$ cat config.mk
export PLATFORM = sky130hd
export DESIGN_NAME = intro_sprite_fetch
export DESIGN_NICKNAME = d
export VERILOG_FILES = /design/src/rtl/intro_sprite_fetch_pkg.sv /design/src/rtl/intro_sprite_fetch_rom.sv /design/src/rtl/intro_sprite_fetch.sv
export SDC_FILE = /design/constraint.sdc
export NUM_CORES = 1
export LEC_CHECK = 0
export ABC_CLOCK_PERIOD_IN_PS = 2000
export CAP_MARGIN = 20
export CELL_PAD_IN_SITES_DETAIL_PLACEMENT = 0
export CELL_PAD_IN_SITES_GLOBAL_PLACEMENT = 1
export CORE_ASPECT_RATIO = 1.75
export CORE_MARGIN = 5
export CORE_UTILIZATION = 42
export CTS_CLUSTER_SIZE = 24
export DETAILED_ROUTE_END_ITERATION = 6
export DONT_BUFFER_PORTS = 1
export PLACE_DENSITY = 0.69
export SETUP_SLACK_MARGIN = 0.15
export SLEW_MARGIN = 0
export SYNTH_ARGS = -nofsm -noshare
export SYNTH_HDL_FRONTEND = slang
export SYNTH_SLANG_ARGS = --single-unit
$ cat constraint.sdc
create_clock -name Clk -period 2 [get_ports Clk]
set_input_delay 0.3 -clock Clk [delete_from_list [all_inputs] [get_ports Clk]]
set_output_delay 0.3 -clock Clk [all_outputs]
set_load 0.05 [all_outputs]
$ cat src/rtl/intro_sprite_fetch_pkg.sv
// Shared definitions for the intro-screen sprite fetch: image geometry,
// fade FSM states, fade range and the 4x4 ordered-dither matrix.
package intro_pkg;

    localparam int IMG_W_DEF = 320;
    localparam int IMG_H_DEF = 240;
    localparam int ADDR_W    = 17;
    localparam int LEVEL_MAX = 16;

    typedef enum logic [2:0] {
        IDLE,
        FADE_IN,
        SHOW,
        FADE_OUT,
        DONE
    } fade_state_t;

    // Standard 4x4 Bayer matrix, row-major, indexed by {y[1:0], x[1:0]}.
    localparam logic [3:0] BAYER [16] = '{
        4'd0,  4'd8,  4'd2,  4'd10,
        4'd12, 4'd4,  4'd14, 4'd6,
        4'd3,  4'd11, 4'd1,  4'd9,
        4'd15, 4'd7,  4'd13, 4'd5
    };

    // Intro image contents: the palette index stored at each address.
    // The current artwork is a test card whose index is the low nibble
    // of the pixel address.
    function automatic logic [3:0] image_word(input logic [ADDR_W-1:0] addr);
        return addr[3:0];
    endfunction

endpackage

$ cat src/rtl/intro_sprite_fetch_rom.sv
// 76800 x 4-bit intro image ROM with one cycle of read latency.
module intro_rom
    import intro_pkg::*;
(
    input  logic              Clk,
    input  logic [ADDR_W-1:0] addr,
    output logic [3:0]        data
);

    // Registered read of the image word at addr.
    always_ff @(posedge Clk) begin
        data <= image_word(addr);
    end

endmodule

$ cat src/rtl/intro_sprite_fetch.sv
// Intro-screen sprite fetch: maps draw coordinates to a palette index
// from the intro ROM (2x scaled), keeps blank aligned with the index and
// applies a frame-timed fade in/out by forcing index 0 on a pixel subset.
// Optional macro INTRO_DITHER_EN selects a 4x4 Bayer threshold; without it
// the threshold is fixed at 8, giving a hard cut at level 9.
module intro_sprite_fetch
    import intro_pkg::*;
#(
    parameter int IMG_W       = IMG_W_DEF,
    parameter int IMG_H       = IMG_H_DEF,
    parameter int FADE_FRAMES = 4
) (
    input  logic       Clk,
    input  logic       Reset,
    input  logic [9:0] DrawX,
    input  logic [9:0] DrawY,
    input  logic       blank,
    input  logic       vsync,
    input  logic       start,
    input  logic       skip,
    output logic [3:0] index,
    output logic       blank_q,
    output logic [4:0] level,
    output logic       done
);

    logic [8:0]        x_half;
    logic [8:0]        y_half;
    logic [ADDR_W-1:0] addr_d;
    logic [ADDR_W-1:0] addr_q;
    logic              inrange_d;
    logic              inrange_p1_q;
    logic              inrange_p2_q;
    logic              blank_p1_q;
    logic              blank_p2_q;
    logic [3:0]        dlo_p1_q;
    logic [3:0]        dlo_p2_q;
    logic [3:0]        rom_data;
    logic [3:0]        threshold;

    fade_state_t       state_q;
    fade_state_t       state_d;
    logic [4:0]        level_q;
    logic [4:0]        level_d;
    logic [7:0]        cnt_q;
    logic [7:0]        cnt_d;
    logic              vsync_q;
    logic              tick;
    logic              step;

    assign x_half    = DrawX[9:1];
    assign y_half    = DrawY[9:1];
    assign addr_d    = ADDR_W'(y_half) * ADDR_W'(IMG_W) + ADDR_W'(x_half);
    assign inrange_d = (32'(x_half) < IMG_W) && (32'(y_half) < IMG_H);

    // Two-stage coordinate pipeline: stage 1 holds the address, stage 2
    // lines up with the ROM output.
    always_ff @(posedge Clk or posedge Reset) begin
        if (Reset) begin
            addr_q       <= '0;
            inrange_p1_q <= 1'b0;
            blank_p1_q   <= 1'b0;
            dlo_p1_q     <= '0;
            inrange_p2_q <= 1'b0;
            blank_p2_q   <= 1'b0;
            dlo_p2_q     <= '0;
        end else begin
            addr_q       <= addr_d;
            inrange_p1_q <= inrange_d;
            blank_p1_q   <= blank;
            dlo_p1_q     <= {DrawY[1:0], DrawX[1:0]};
            inrange_p2_q <= inrange_p1_q;
            blank_p2_q   <= blank_p1_q;
            dlo_p2_q     <= dlo_p1_q;
        end
    end

    intro_rom u_rom (
        .Clk  (Clk),
        .addr (addr_q),
        .data (rom_data)
    );

`ifdef INTRO_DITHER_EN
    assign threshold = BAYER[dlo_p2_q];
`else
    logic unused_dither;
    assign threshold     = 4'd8;
    assign unused_dither = ^dlo_p2_q;
`endif

    assign index   = (inrange_p2_q && ({1'b0, threshold} < level_q)) ? rom_data : 4'd0;
    assign blank_q = blank_p2_q;
    assign level   = level_q;
    assign done    = (state_q == DONE);
    assign tick    = vsync_q & ~vsync;

    // Fade state, level, frame counter and vsync edge history.
    always_ff @(posedge Clk or posedge Reset) begin
        if (Reset) begin
            state_q <= IDLE;
            level_q <= '0;
            cnt_q   <= '0;
            vsync_q <= 1'b0;
        end else begin
            state_q <= state_d;
            level_q <= level_d;
            cnt_q   <= cnt_d;
            vsync_q <= vsync;
        end
    end

    // Next-state logic: frame counting, level stepping and transitions.
    always_comb begin
        state_d = state_q;
        level_d = level_q;
        cnt_d   = cnt_q;
        step    = 1'b0;

        if ((state_q == FADE_IN || state_q == FADE_OUT) && tick) begin
            if (cnt_q >= 8'(FADE_FRAMES - 1)) begin
                cnt_d = '0;
                step  = 1'b1;
            end else begin
                cnt_d = cnt_q + 8'd1;
            end
        end

        unique case (state_q)
            IDLE: begin
                level_d = '0;
                if (start) state_d = FADE_IN;
            end
            FADE_IN: begin
                if (skip) begin
                    state_d = FADE_OUT;
                end else if (step) begin
                    if (level_q >= 5'(LEVEL_MAX - 1)) begin
                        level_d = 5'(LEVEL_MAX);
                        state_d = SHOW;
                    end else begin
                        level_d = level_q + 5'd1;
                    end
                end
            end
            SHOW: begin
                level_d = 5'(LEVEL_MAX);
                if (skip) state_d = FADE_OUT;
            end
            FADE_OUT: begin
                if (step) begin
                    if (level_q <= 5'd1) begin
                        level_d = '0;
                        state_d = DONE;
                    end else begin
                        level_d = level_q - 5'd1;
                    end
                end
            end
            DONE: begin
                level_d = '0;
                if (start) state_d = FADE_IN;
            end
            default: begin
                state_d = IDLE;
                level_d = '0;
            end
        endcase

        // A new state always starts a fresh frame count.
        if (state_d != state_q) cnt_d = '0;
    end

endmodule

==> qor.txt, run 1 <==
Primary FF master, synth = dfrtp_1
Initial antenna violation count = 0
DRT antenna net count = 0
Cell count after placement = 205
Simple-gate share of the synthesized area = 0.255
Worst-margin pin slew = 511 ps
Synth cell types = 43
Number of flops mapped to enable cells by yosys = 0
Kind of critical path = reg -> reg
Yosys warnings = 0
Vias in the first global route = 1247
Pin count of the biggest net entering global routing = 14
Peak VDD IR = 0.783 mV
Crit-path max cell delay = 520 ps
Nets@finish = 203
CP max-delay cell = dfrtp_4
Switch share = 0.407
Die area = 0.00486 sq mm
Total congestion overflow = 0
Startpoint types = flip-flop
Layout cells sized above 1 = 0.306
First-pass DRT Iterations = 4
Outcome = completed
Combinational Power Share = 0.447
Internal = 0.00155 W
Largest family of logic cells by synthesized area = simple AND/OR/NAND/NOR gates
PwrDens = 1390 mW/mm^2
Num CTS Buffers = 5
Synth async-reset ratio = 0.862
Clock sink total = 29
Max Clock Freq = 0.542 GHz
Worst Path Arrival = 2030 ps
XOR/XNOR share of the synthesized area = 0
DIE HEIGHT = 88.6 um
First-pass GRT wire length = 5650 um
Final hold vios = 0
Ant diodes = 0
Routability cong. = 0.834
Post-synthesis mux area share = 0.00676
Sequential power share = 0.314
Final min period = 1850 ps
CP max FO = 8
Syn nets = 181
Final core occ = 0.556
Worst path required time = 2190 ps
I/O pin count = 37
Drt total wl = 3360 um
P&R area growth vs syn = 27.4%
Final setup skew = 7.22 ps
Fin crit share = 0.923
DRC = 0
Fill cell count = 314
RSZ-0062 raised after global routing = yes
Most common cell after layout, fill and taps aside = dfrtp_1
Layout Cells excl Fill = 218
Port-buffer cells = 0
Post-Syn Instances = 150
GRT Overall Usage = 0.163
Via-to-Cell Ratio = 5.50
Sum Neg Setup Slack = 0 ps
Worst-path clk slew = 60 ps
Psw = 0.00106 W
CP cell instances = ha_4 > and3_4 > ha_4 > nor3_4 > nor3_4 > a2bb2oi_4 > nor3_1
Core Footprint = 0.00340 sq mm
CTS tree = yes
Worst Hold Class = in -> reg
Most frequent cells in the layout = 20 x dfrtp_1, 15 x buf_4, 10 x nor3_1, 10 x inv_1, 10 x nor2_1
Cell Area, Synth = 0.00148 sq mm
Initial Util = 0.436
Vias post-DR = 1198
CTS Buffer Depth = 2
Sequential-to-total area share from yosys stat = 0.476
Clock Power Share = 0.239
Max Cap Violations = 0
Clock Latency Late Sink = 280 ps
Leakage Power = 0.822 nW
Die width = 54.9 um
Post-synthesis compound-gate area fraction = 0.181
Fin. max-slew vios = 0
DP HPWL = 2520 um
Syn avg cell area = 9.88 sq um
H-tree levels = 2
Setup-failing EPs final = 0
Slew HR = 0.655
Final Power = 0.00261 W
Seq cells post-synth = 29
DR iter-0 viols = 29
FP Rows = 28
Post-synthesis adder-cell area fraction = 0.0422
Wire per inst = 15.4 um
CP endpoint kind = flip-flop
Clock Root Buffer = clkbuf_8
power by group through the flow:
stage | clock network (W) | registers (W) | logic (W)
final | 0.000624 | 0.000822 | 0.00117
after CTS | 0.000644 | 0.000819 | 0.00115
after floorplan | 0 | 0.000940 | 0.000697
after global placement | 0 | 0.000814 | 0.00108
after detailed placement | 0 | 0.000822 | 0.00110
after global routing | 0.000677 | 0.000834 | 0.00128
per-stage QoR:
step | instance area (sq um) | hold slack (ps) | setup slack (ps)
after floorplan | 1540 | 324 | 110
after global placement | 1680 | 223 | 134
after detailed placement | 1680 | 240 | 116
after CTS | 1860 | 35.4 | 142
after global routing | 1890 | 24.0 | 63.7
final | 1890 | 45.9 | 155
cell type report:
class                   count  area, sq um  share of cell area
clock buffers               6         82.6              0.0437
clock inverters             2         37.5              0.0199
inverters                  10         37.5              0.0199
repair buffers             19          156              0.0828
multi-input cells         107          803               0.425
well taps                  45         56.3              0.0298
flip-flops and latches     29          714               0.378
state kept, by name (all words and copies together) (netlist names):
name and count:
u_rom.data 4, blank_p1_q 1, blank_q 1, addr_q 4, cnt_q 8, inrange_p1_q 1, level 5, state_q 3
vsync_q 1, inrange_p2_q 1
logic make-up after synthesis:
kind of cell	count (synthesis)
AND/OR/NAND/NOR	64
multiplexers	1
AO/OA/AOI/OAI	37
adder cells (fa/ha/maj)	5
flip-flops	29
buffers and inverters	14
path summary, 6_finish.rpt:
| check | startpoint | cells past startpoint | end | slack, ps |
|---|---|---|---|---|
| max in group asynchronous | Reset | 3 | level[0]$_DFFE_PP0P_ | 960 |
| setup reg to reg | level[0]$_DFFE_PP0P_ | 7 | cnt_q[5]$_DFFE_PP0P_ | 150 |
| setup / recovery | level[0]$_DFFE_PP0P_ | 7 | cnt_q[5]$_DFFE_PP0P_ | 150 |
| min in group asynchronous | Reset | 2 | cnt_q[6]$_DFFE_PP0P_ | 470 |
| hold / removal | DrawX[4] | 0 | addr_q[3]$_DFF_PP0_ | 50 |
| hold reg to reg | addr_q[0]$_DFF_PP0_ | 0 | u_rom.data[0]$_DFF_P_ | 340 |
cell usage after synthesis (all sizes together) (3+ instances only):
cell type   n  share of area
dfxtp       4          0.054
dfrtp      25           0.42
nor2b       5          0.021
nand2       9          0.023
buf         4          0.014
nor3       15          0.065
a21oi       7          0.024
inv        10          0.025
nor2       14          0.035
a21o        3          0.016
o21ai      10          0.036
ha          5          0.042
critical path, delay by kind of cell (launching register included):
kind,cells,cell delay (ps)
adder cells (fa/ha/maj),2,340
AO/OA/AOI/OAI,1,210
AND/OR/NAND/NOR,4,670
flip-flops,1,520
what timing repair did:
item	4_1_cts	5_1_grt
endpoints found under the hold margin	12	0
resized for setup	7	3
endpoints found under the setup margin	13	15
pin swaps	4	2
buffers inserted	2	2
hold buffers	1	0
routing by layer:
layer,track usage,vias up,share of wire
met5,0,-,0
met1,0.180,581,0.40
met2,0.279,27,0.53
met3,0.0405,6,0.048
met4,0.0819,0,0.022
li1,-,584,-
Note: power is estimated with default switching activity, not from simulation.
==> run 2, diff against run 1 <==
CORE_ASPECT_RATIO = default   (was 1.75)
CTS_BUF_LIST = sky130_fd_sc_hd__clkbuf_16   (was default)
==> run 2 against run 1 <==
Against the previous run:
- clock-buffer cell count fell by 1
- final area is 3.8% higher
- via count up 0.75%
- register-to-register slack improved by 20 ps
- clock skew shrank 5.2 ps
- critical endpoint is now level[2]$_DFFE_PP0P_
- sequential share of layout area shrank 1.3 points
- largest cell class unchanged
- sequential cell count is the same
- critical path type unchanged
- non-clock buffer count up 1
- utilization is 2.7 points higher
- first-iteration DRC count is 120% higher
- maximum frequency is 0.96% higher
- routed wire length down 3.6%
==> qor.txt, run 2 (synthesized netlist as in run 1, its figures left out) <==
Outcome = completed (unchanged)
Fill cell count = 319 (was 314)
Slew HR = 0.607 (was 0.655)
Critical path depth = 6 (was 7)
I/O pin count = 37 (unchanged)
Port-buffer cells = 0 (unchanged)
Nets@finish = 204 (was 203)
Kind of critical path = reg -> reg (unchanged)
Worst-path clk slew = 50 ps (was 60 ps)
DRC = 0 (unchanged)
Clock Latency Late Sink = 270 ps (was 280 ps)
GRT Overall Usage = 0.145 (was 0.163)
CP endpoint kind = flip-flop (unchanged)
Worst Hold Class = in -> reg (unchanged)
Fin crit share = 0.914 (was 0.923)
Crit-path leading delay family = simple AND/OR/NAND/NOR gates (unchanged)
P&R area growth vs syn = 32.3% (was 27.4%)
CTS Buffer Depth = 2 (unchanged)
H-tree levels = 2 (unchanged)
First-pass GRT wire length = 5600 um (was 5650 um)
Met3 Resource Use GR = 0.0522 (was 0.0405)
Num CTS Buffers = 5 (unchanged)
Fin area = 0.00196 sq mm (was 0.00189 sq mm)
Busiest layer in global routing = met2 (unchanged)
Most frequent cells in the layout = 19 x dfrtp_1, 15 x buf_4, 10 x inv_1, 10 x nor2_1, 9 x nand2_1 (was 20 x dfrtp_1, 15 x buf_4, 10 x nor3_1, 10 x inv_1, 10 x nor2_1)
Vias in the first global route = 1221 (was 1247)
Routing usage on met2 = 0.231 (was 0.279)
Clock sink total = 29 (unchanged)
DP HPWL = 2420 um (was 2520 um)
Startpoint types = flip-flop (unchanged)
Layout cells sized above 1 = 0.322 (was 0.306)
Die area = 0.00481 sq mm (was 0.00486 sq mm)
Setup-failing EPs final = 0 (unchanged)
Max Cap Violations = 0 (unchanged)
Final setup skew = 2.00 ps (was 7.22 ps)
Total congestion overflow = 0 (unchanged)
Wire per inst = 14.7 um (was 15.4 um)
Met1 Use GR = 0.174 (was 0.180)
Initial Util = 0.440 (was 0.436)
Max FFs per register = 8 (unchanged)
Register area = 716 sq um (was 714 sq um)
Core Footprint = 0.00336 sq mm (was 0.00340 sq mm)
Leakage Power = 0.851 nW (was 0.822 nW)
Most used cell, CP = ha_4
Most common cell after layout, fill and taps aside = dfrtp_1 (unchanged)
Ant diodes = 0 (unchanged)
Final Power = 0.00282 W (was 0.00261 W)
FP Rows = 21 (was 28)
Multi-input gate area = 816 sq um (was 803 sq um)
Layout Cells excl Fill = 220 (was 218)
First-pass DRT Iterations = 4 (unchanged)
Die width = 69.4 um (was 54.9 um)
Vias post-DR = 1207 (was 1198)
Worst path required time = 2210 ps (was 2190 ps)
CP max FO = 5 (was 8)
Worst-margin pin slew = 583 ps (was 511 ps)
Clock Root Buffer = clkbuf_16 (was clkbuf_8)
CP cell instances = ha_4 > and3_4 > ha_4 > or4_4 > o221ai_2 > a21o_1 (was ha_4 > and3_4 > ha_4 > nor3_4 > nor3_4 > a2bb2oi_4 > nor3_1)
DP Area = 0.00168 sq mm (about the same)
Worst Path Arrival = 2030 ps (about the same)
Largest Register = cnt_q (unchanged)
Final hold vios = 0 (unchanged)
FF-to-FF path depth = 6 (was 7)
Hold Path Depth = 0 (unchanged)
CP max-delay cell = dfrtp_4 (unchanged)
Fin. max-slew vios = 0 (unchanged)
Via-to-Cell Ratio = 5.49 (was 5.50)
Worst path bufs/invs = 0 (unchanged)
Sum Neg Setup Slack = 0 ps (unchanged)
Initial antenna violation count = 0 (unchanged)
Crit-path max cell delay = 510 ps (was 520 ps)
DR iter-0 viols = 65 (was 29)
Final min period = 1830 ps (was 1850 ps)
RSZ-0062 raised after global routing = yes (unchanged)
DIE HEIGHT = 69.4 um (was 88.6 um)
Reg2reg setup slack = 170 ps (was 150 ps)
Drt total wl = 3240 um (was 3360 um)
Cell count after placement = 206 (was 205)
Max Clock Freq = 0.547 GHz (was 0.542 GHz)
PwrDens = 1440 mW/mm^2 (was 1390 mW/mm^2)
CTS tree = yes (unchanged)
DRT antenna net count = 0 (unchanged)
Peak VDD IR = 0.987 mV (was 0.783 mV)
Routability cong. = 0.832 (was 0.834)
Pin count of the biggest net entering global routing = 15 (was 14)
run 2: power by group:
group | switching [W] | leakage [nW] | total (W) | internal [W]
sequential | 0.000137 | 0.341 | 0.000824 | 0.000687
clock | 0.000243 | 0.0775 | 0.000824 | 0.000581
combinational | 0.000702 | 0.433 | 0.00117 | 0.000467
total | 0.00108 | 0.851 | 0.00282 | 0.00173
run 2: metal layers:
metal | vias up | share of wire
met5 | - | 0
met4 | 0 | 0.020
met3 | 7 | 0.059
met2 | 35 | 0.50
met1 | 576 | 0.42
li1 | 589 | -
run 2: stage by stage:
| step | worst slack [ps] | hold WS (ps) | util |
|---|---|---|---|
| after global placement | 132 | 247 | 0.499 |
| after CTS | 152 | 47.5 | 0.562 |
| final | 172 | 56.7 | 0.583 |
| after global routing | 101 | 43.0 | 0.583 |
| after detailed placement | 110 | 250 | 0.499 |
| after floorplan | 110 | 324 | - |
run 2: what timing repair did:
| item | in CTS | in global routing |
|---|---|---|
| endpoints found under the setup margin | 13 | 16 |
| buffers inserted | 2 | 3 |
| pin swaps | 3 | 4 |
| gates resized for setup | 3 | 11 |
| endpoints found under the hold margin | 13 | 0 |
| hold buffers | 1 | 0 |
run 2: cell type report:
| cell class | count | share of cell area |
|---|---|---|
| sequential | 29 | 0.365 |
| inverter | 10 | 0.0191 |
| clock inverter | 3 | 0.0211 |
| clock buffer | 5 | 0.0638 |
| tap | 46 | 0.0294 |
| timing repair buffer | 20 | 0.0855 |
| multi-input combinational | 107 | 0.416 |
run 2: final timing paths:
| kind | start | endpoint |
|---|---|---|
| hold reg to reg | addr_q[3]$_DFF_PP0_ | u_rom.data[3]$_DFF_P_ |
| setup / recovery | level[0]$_DFFE_PP0P_ | level[2]$_DFFE_PP0P_ |
| min in group asynchronous | Reset | inrange_p2_q$_DFF_PP0_ |
| hold / removal | vsync | vsync_q$_DFF_PP0_ |
| max in group asynchronous | Reset | state_q[2]$_DFF_PP0_ |
| setup reg to reg | level[0]$_DFFE_PP0P_ | level[2]$_DFFE_PP0P_ |
==> run 3, diff against run 2 <==
CORE_ASPECT_RATIO = 1.4   (was default)
==> run 3 against run 2 <==
Against the previous run:
- register-to-register slack lost 30 ps
- final area grew 2.8%
- critical endpoint is now cnt_q[7]$_DFFE_PP0P_
- non-clock buffer count grew 5
- global-route usage grew 1.6 points
- largest cell class unchanged
- cell count shrank 0.45%
- maximum frequency shrank 1.7%
- sequential share of layout area shrank 1.0 points
- utilization grew 1.4 points
- clock-buffer cell count is the same
- critical path depth grew 1
==> qor.txt, run 3 (synthesized netlist as in run 1, its figures left out) <==
Internal = 0.00180 W (was 0.00173 W)
Core Footprint = 0.00338 sq mm (was 0.00336 sq mm)
H-tree levels = 2 (unchanged)
CP endpoint kind = flip-flop (unchanged)
Worst path bufs/invs = 0 (unchanged)
Min setup slack post-route = 141 ps (was 172 ps)
Initial antenna violation count = 0 (unchanged)
Max FFs per register = 8 (unchanged)
Pre-CTS setup slack = 106 ps (was 110 ps)
Outcome = completed (unchanged)
DR iter-0 viols = 27 (was 65)
Vias in the first global route = 1185 (was 1221)
Startpoint types = flip-flop (unchanged)
Combinational Power Share = 0.440 (was 0.415)
P&R area growth vs syn = 36.1% (was 32.3%)
Worst-path clk slew = 50 ps (about the same)
Fin. max-slew vios = 0 (unchanged)
Clock sink total = 29 (unchanged)
Worst-margin pin slew = 675 ps (was 583 ps)
Die width = 60.2 um (was 69.4 um)
Layout cells sized above 1 = 0.374 (was 0.322)
Die area = 0.00483 sq mm (was 0.00481 sq mm)
Crit-path leading delay family = simple AND/OR/NAND/NOR gates (unchanged)
Ant diodes = 0 (unchanged)
DRC = 0 (unchanged)
Hold wc startpoint = DrawX[1] (was vsync)
Most common cell after layout, fill and taps aside = buf_4 (was dfrtp_1)
Final Power = 0.00294 W (was 0.00282 W)
Switch share = 0.387 (was 0.384)
Num CTS Buffers = 5 (unchanged)
Worst Path Arrival = 2050 ps (was 2030 ps)
Via-to-Cell Ratio = 5.54 (was 5.49)
Most frequent cells in the layout = 21 x buf_4, 19 x dfrtp_1, 10 x inv_1, 10 x nor2_1, 9 x nand2_1 (was 19 x dfrtp_1, 15 x buf_4, 10 x inv_1, 10 x nor2_1, 9 x nand2_1)
Vias post-DR = 1213 (was 1207)
Port-buffer cells = 0 (unchanged)
Final setup skew = 7.23 ps (was 2.00 ps)
Fin crit share = 0.930 (was 0.914)
Kind of critical path = reg -> reg (unchanged)
CTS Buffer Depth = 2 (unchanged)
Sequential power share = 0.277 (was 0.293)
Reg2reg start = level[0]$_DFFE_PP0P_ (unchanged)
Register area = 716 sq um (unchanged)
Wire per inst = 15.7 um (was 14.7 um)
Leakage Power = 0.871 nW (was 0.851 nW)
Max Clock Freq = 0.538 GHz (was 0.547 GHz)
Worst Hold Class = in -> reg (unchanged)
First-pass GRT wire length = 5590 um (was 5600 um)
I/O pin count = 37 (unchanged)
First-pass DRT Iterations = 4 (unchanged)
Sum Neg Setup Slack = 0 ps (unchanged)
Max Cap Violations = 0 (unchanged)
Initial Util = 0.439 (was 0.440)
Worst path required time = 2190 ps (was 2210 ps)
Total congestion overflow = 0 (unchanged)
Routability cong. = 0.753 (was 0.832)
Final hold vios = 0 (unchanged)
Multi-input gate area = 845 sq um (was 816 sq um)
Largest Register = cnt_q (unchanged)
CP max FO = 8 (was 5)
Psw = 0.00114 W (was 0.00108 W)
CP cell instances = ha_4 > and3_4 > ha_4 > nor3_4 > nor3_4 > a2bb2oi_4 > nor3_2 (was ha_4 > and3_4 > ha_4 > or4_4 > o221ai_2 > a21o_1)
Clock Power Share = 0.282 (was 0.292)
RSZ-0062 raised after global routing = yes (unchanged)
Setup crit start = level[0]$_DFFE_PP0P_ (unchanged)
DRT antenna net count = 0 (unchanged)
GRT Overall Usage = 0.161 (was 0.145)
FP Rows = 25 (was 21)
Slew HR = 0.545 (was 0.607)
Peak VDD IR = 0.844 mV (was 0.987 mV)
Drt total wl = 3430 um (was 3240 um)
CTS tree = yes (unchanged)
Crit-path max cell delay = 500 ps (was 510 ps)
Setup-failing EPs final = 0 (unchanged)
Pin count of the biggest net entering global routing = 26 (was 15)
Clock Latency Late Sink = 280 ps (was 270 ps)
CP max-delay cell = dfrtp_4 (unchanged)
DP HPWL = 2370 um (was 2420 um)
Fill cell count = 298 (was 319)
Final min period = 1860 ps (was 1830 ps)
Clock Root Buffer = clkbuf_16 (unchanged)
DIE HEIGHT = 80.3 um (was 69.4 um)
PwrDens = 1460 mW/mm^2 (was 1440 mW/mm^2)
Nets@finish = 209 (was 204)
==> run 3: worst reg2reg max path: cells and delay by family (launching register included) <==
kind | cells | cell delay [ps]
AND/OR/NAND/NOR | 4 | 720
adder cells (fa/ha/maj) | 2 | 350
AO/OA/AOI/OAI | 1 | 220
flip-flops | 1 | 500
==> run 3: worst paths after layout <==
kind                                         end  slack (ps)  cells after the start
hold / removal               addr_q[0]$_DFF_PP0_          50                      0
min in group asynchronous      blank_q$_DFF_PP0_         520                      3
max in group asynchronous   state_q[2]$_DFF_PP0_        1210                      3
setup / recovery            cnt_q[7]$_DFFE_PP0P_         140                      7
hold reg to reg            u_rom.data[1]$_DFF_P_         330                      0
setup reg to reg            cnt_q[7]$_DFFE_PP0P_         140                      7
==> run 3: layout make-up <==
class                   count  share of cell area
clock buffers               5              0.0621
clock inverters             3              0.0205
flip-flops and latches     29               0.355
repair buffers             25              0.0999
multi-input cells         107               0.419
inverters                  10              0.0186
well taps                  40              0.0248
==> run 3: repair_timing <==
item	CTS	global route
pin swaps	3	11
buffers inserted	4	5
hold buffers	1	0
hold endpoints to repair	25	0
gates resized for setup	6	13
endpoints found under the setup margin	13	18
==> run 3: per-layer routing <==
metal  vias up  track usage  wire (um)
li1        601            -          -
met1       576        0.175       1320
met2        28        0.265       1820
met3         8       0.0514        200
met4         0       0.0931         87
met5         -            0          0
==> run 3: power by group through the flow <==
stage | Clock (W) | Sequential (W) | Combinational, W
after global placement | 0 | 0.000829 | 0.00107
after floorplan | 0 | 0.000940 | 0.000697
after CTS | 0.000857 | 0.000811 | 0.00118
final | 0.000830 | 0.000816 | 0.00129
after detailed placement | 0 | 0.000835 | 0.00109
after global routing | 0.000889 | 0.000833 | 0.00139
==> run 3: metrics by stage <==
stage	instances	util	instance area, sq um	hold WS [ps]
after floorplan	150	-	1540	324
after global placement	201	0.497	1680	259
after detailed placement	201	0.497	1680	268
after CTS	214	0.565	1910	43.6
after global routing	219	0.597	2020	39.8
final	219	0.597	2020	53.7
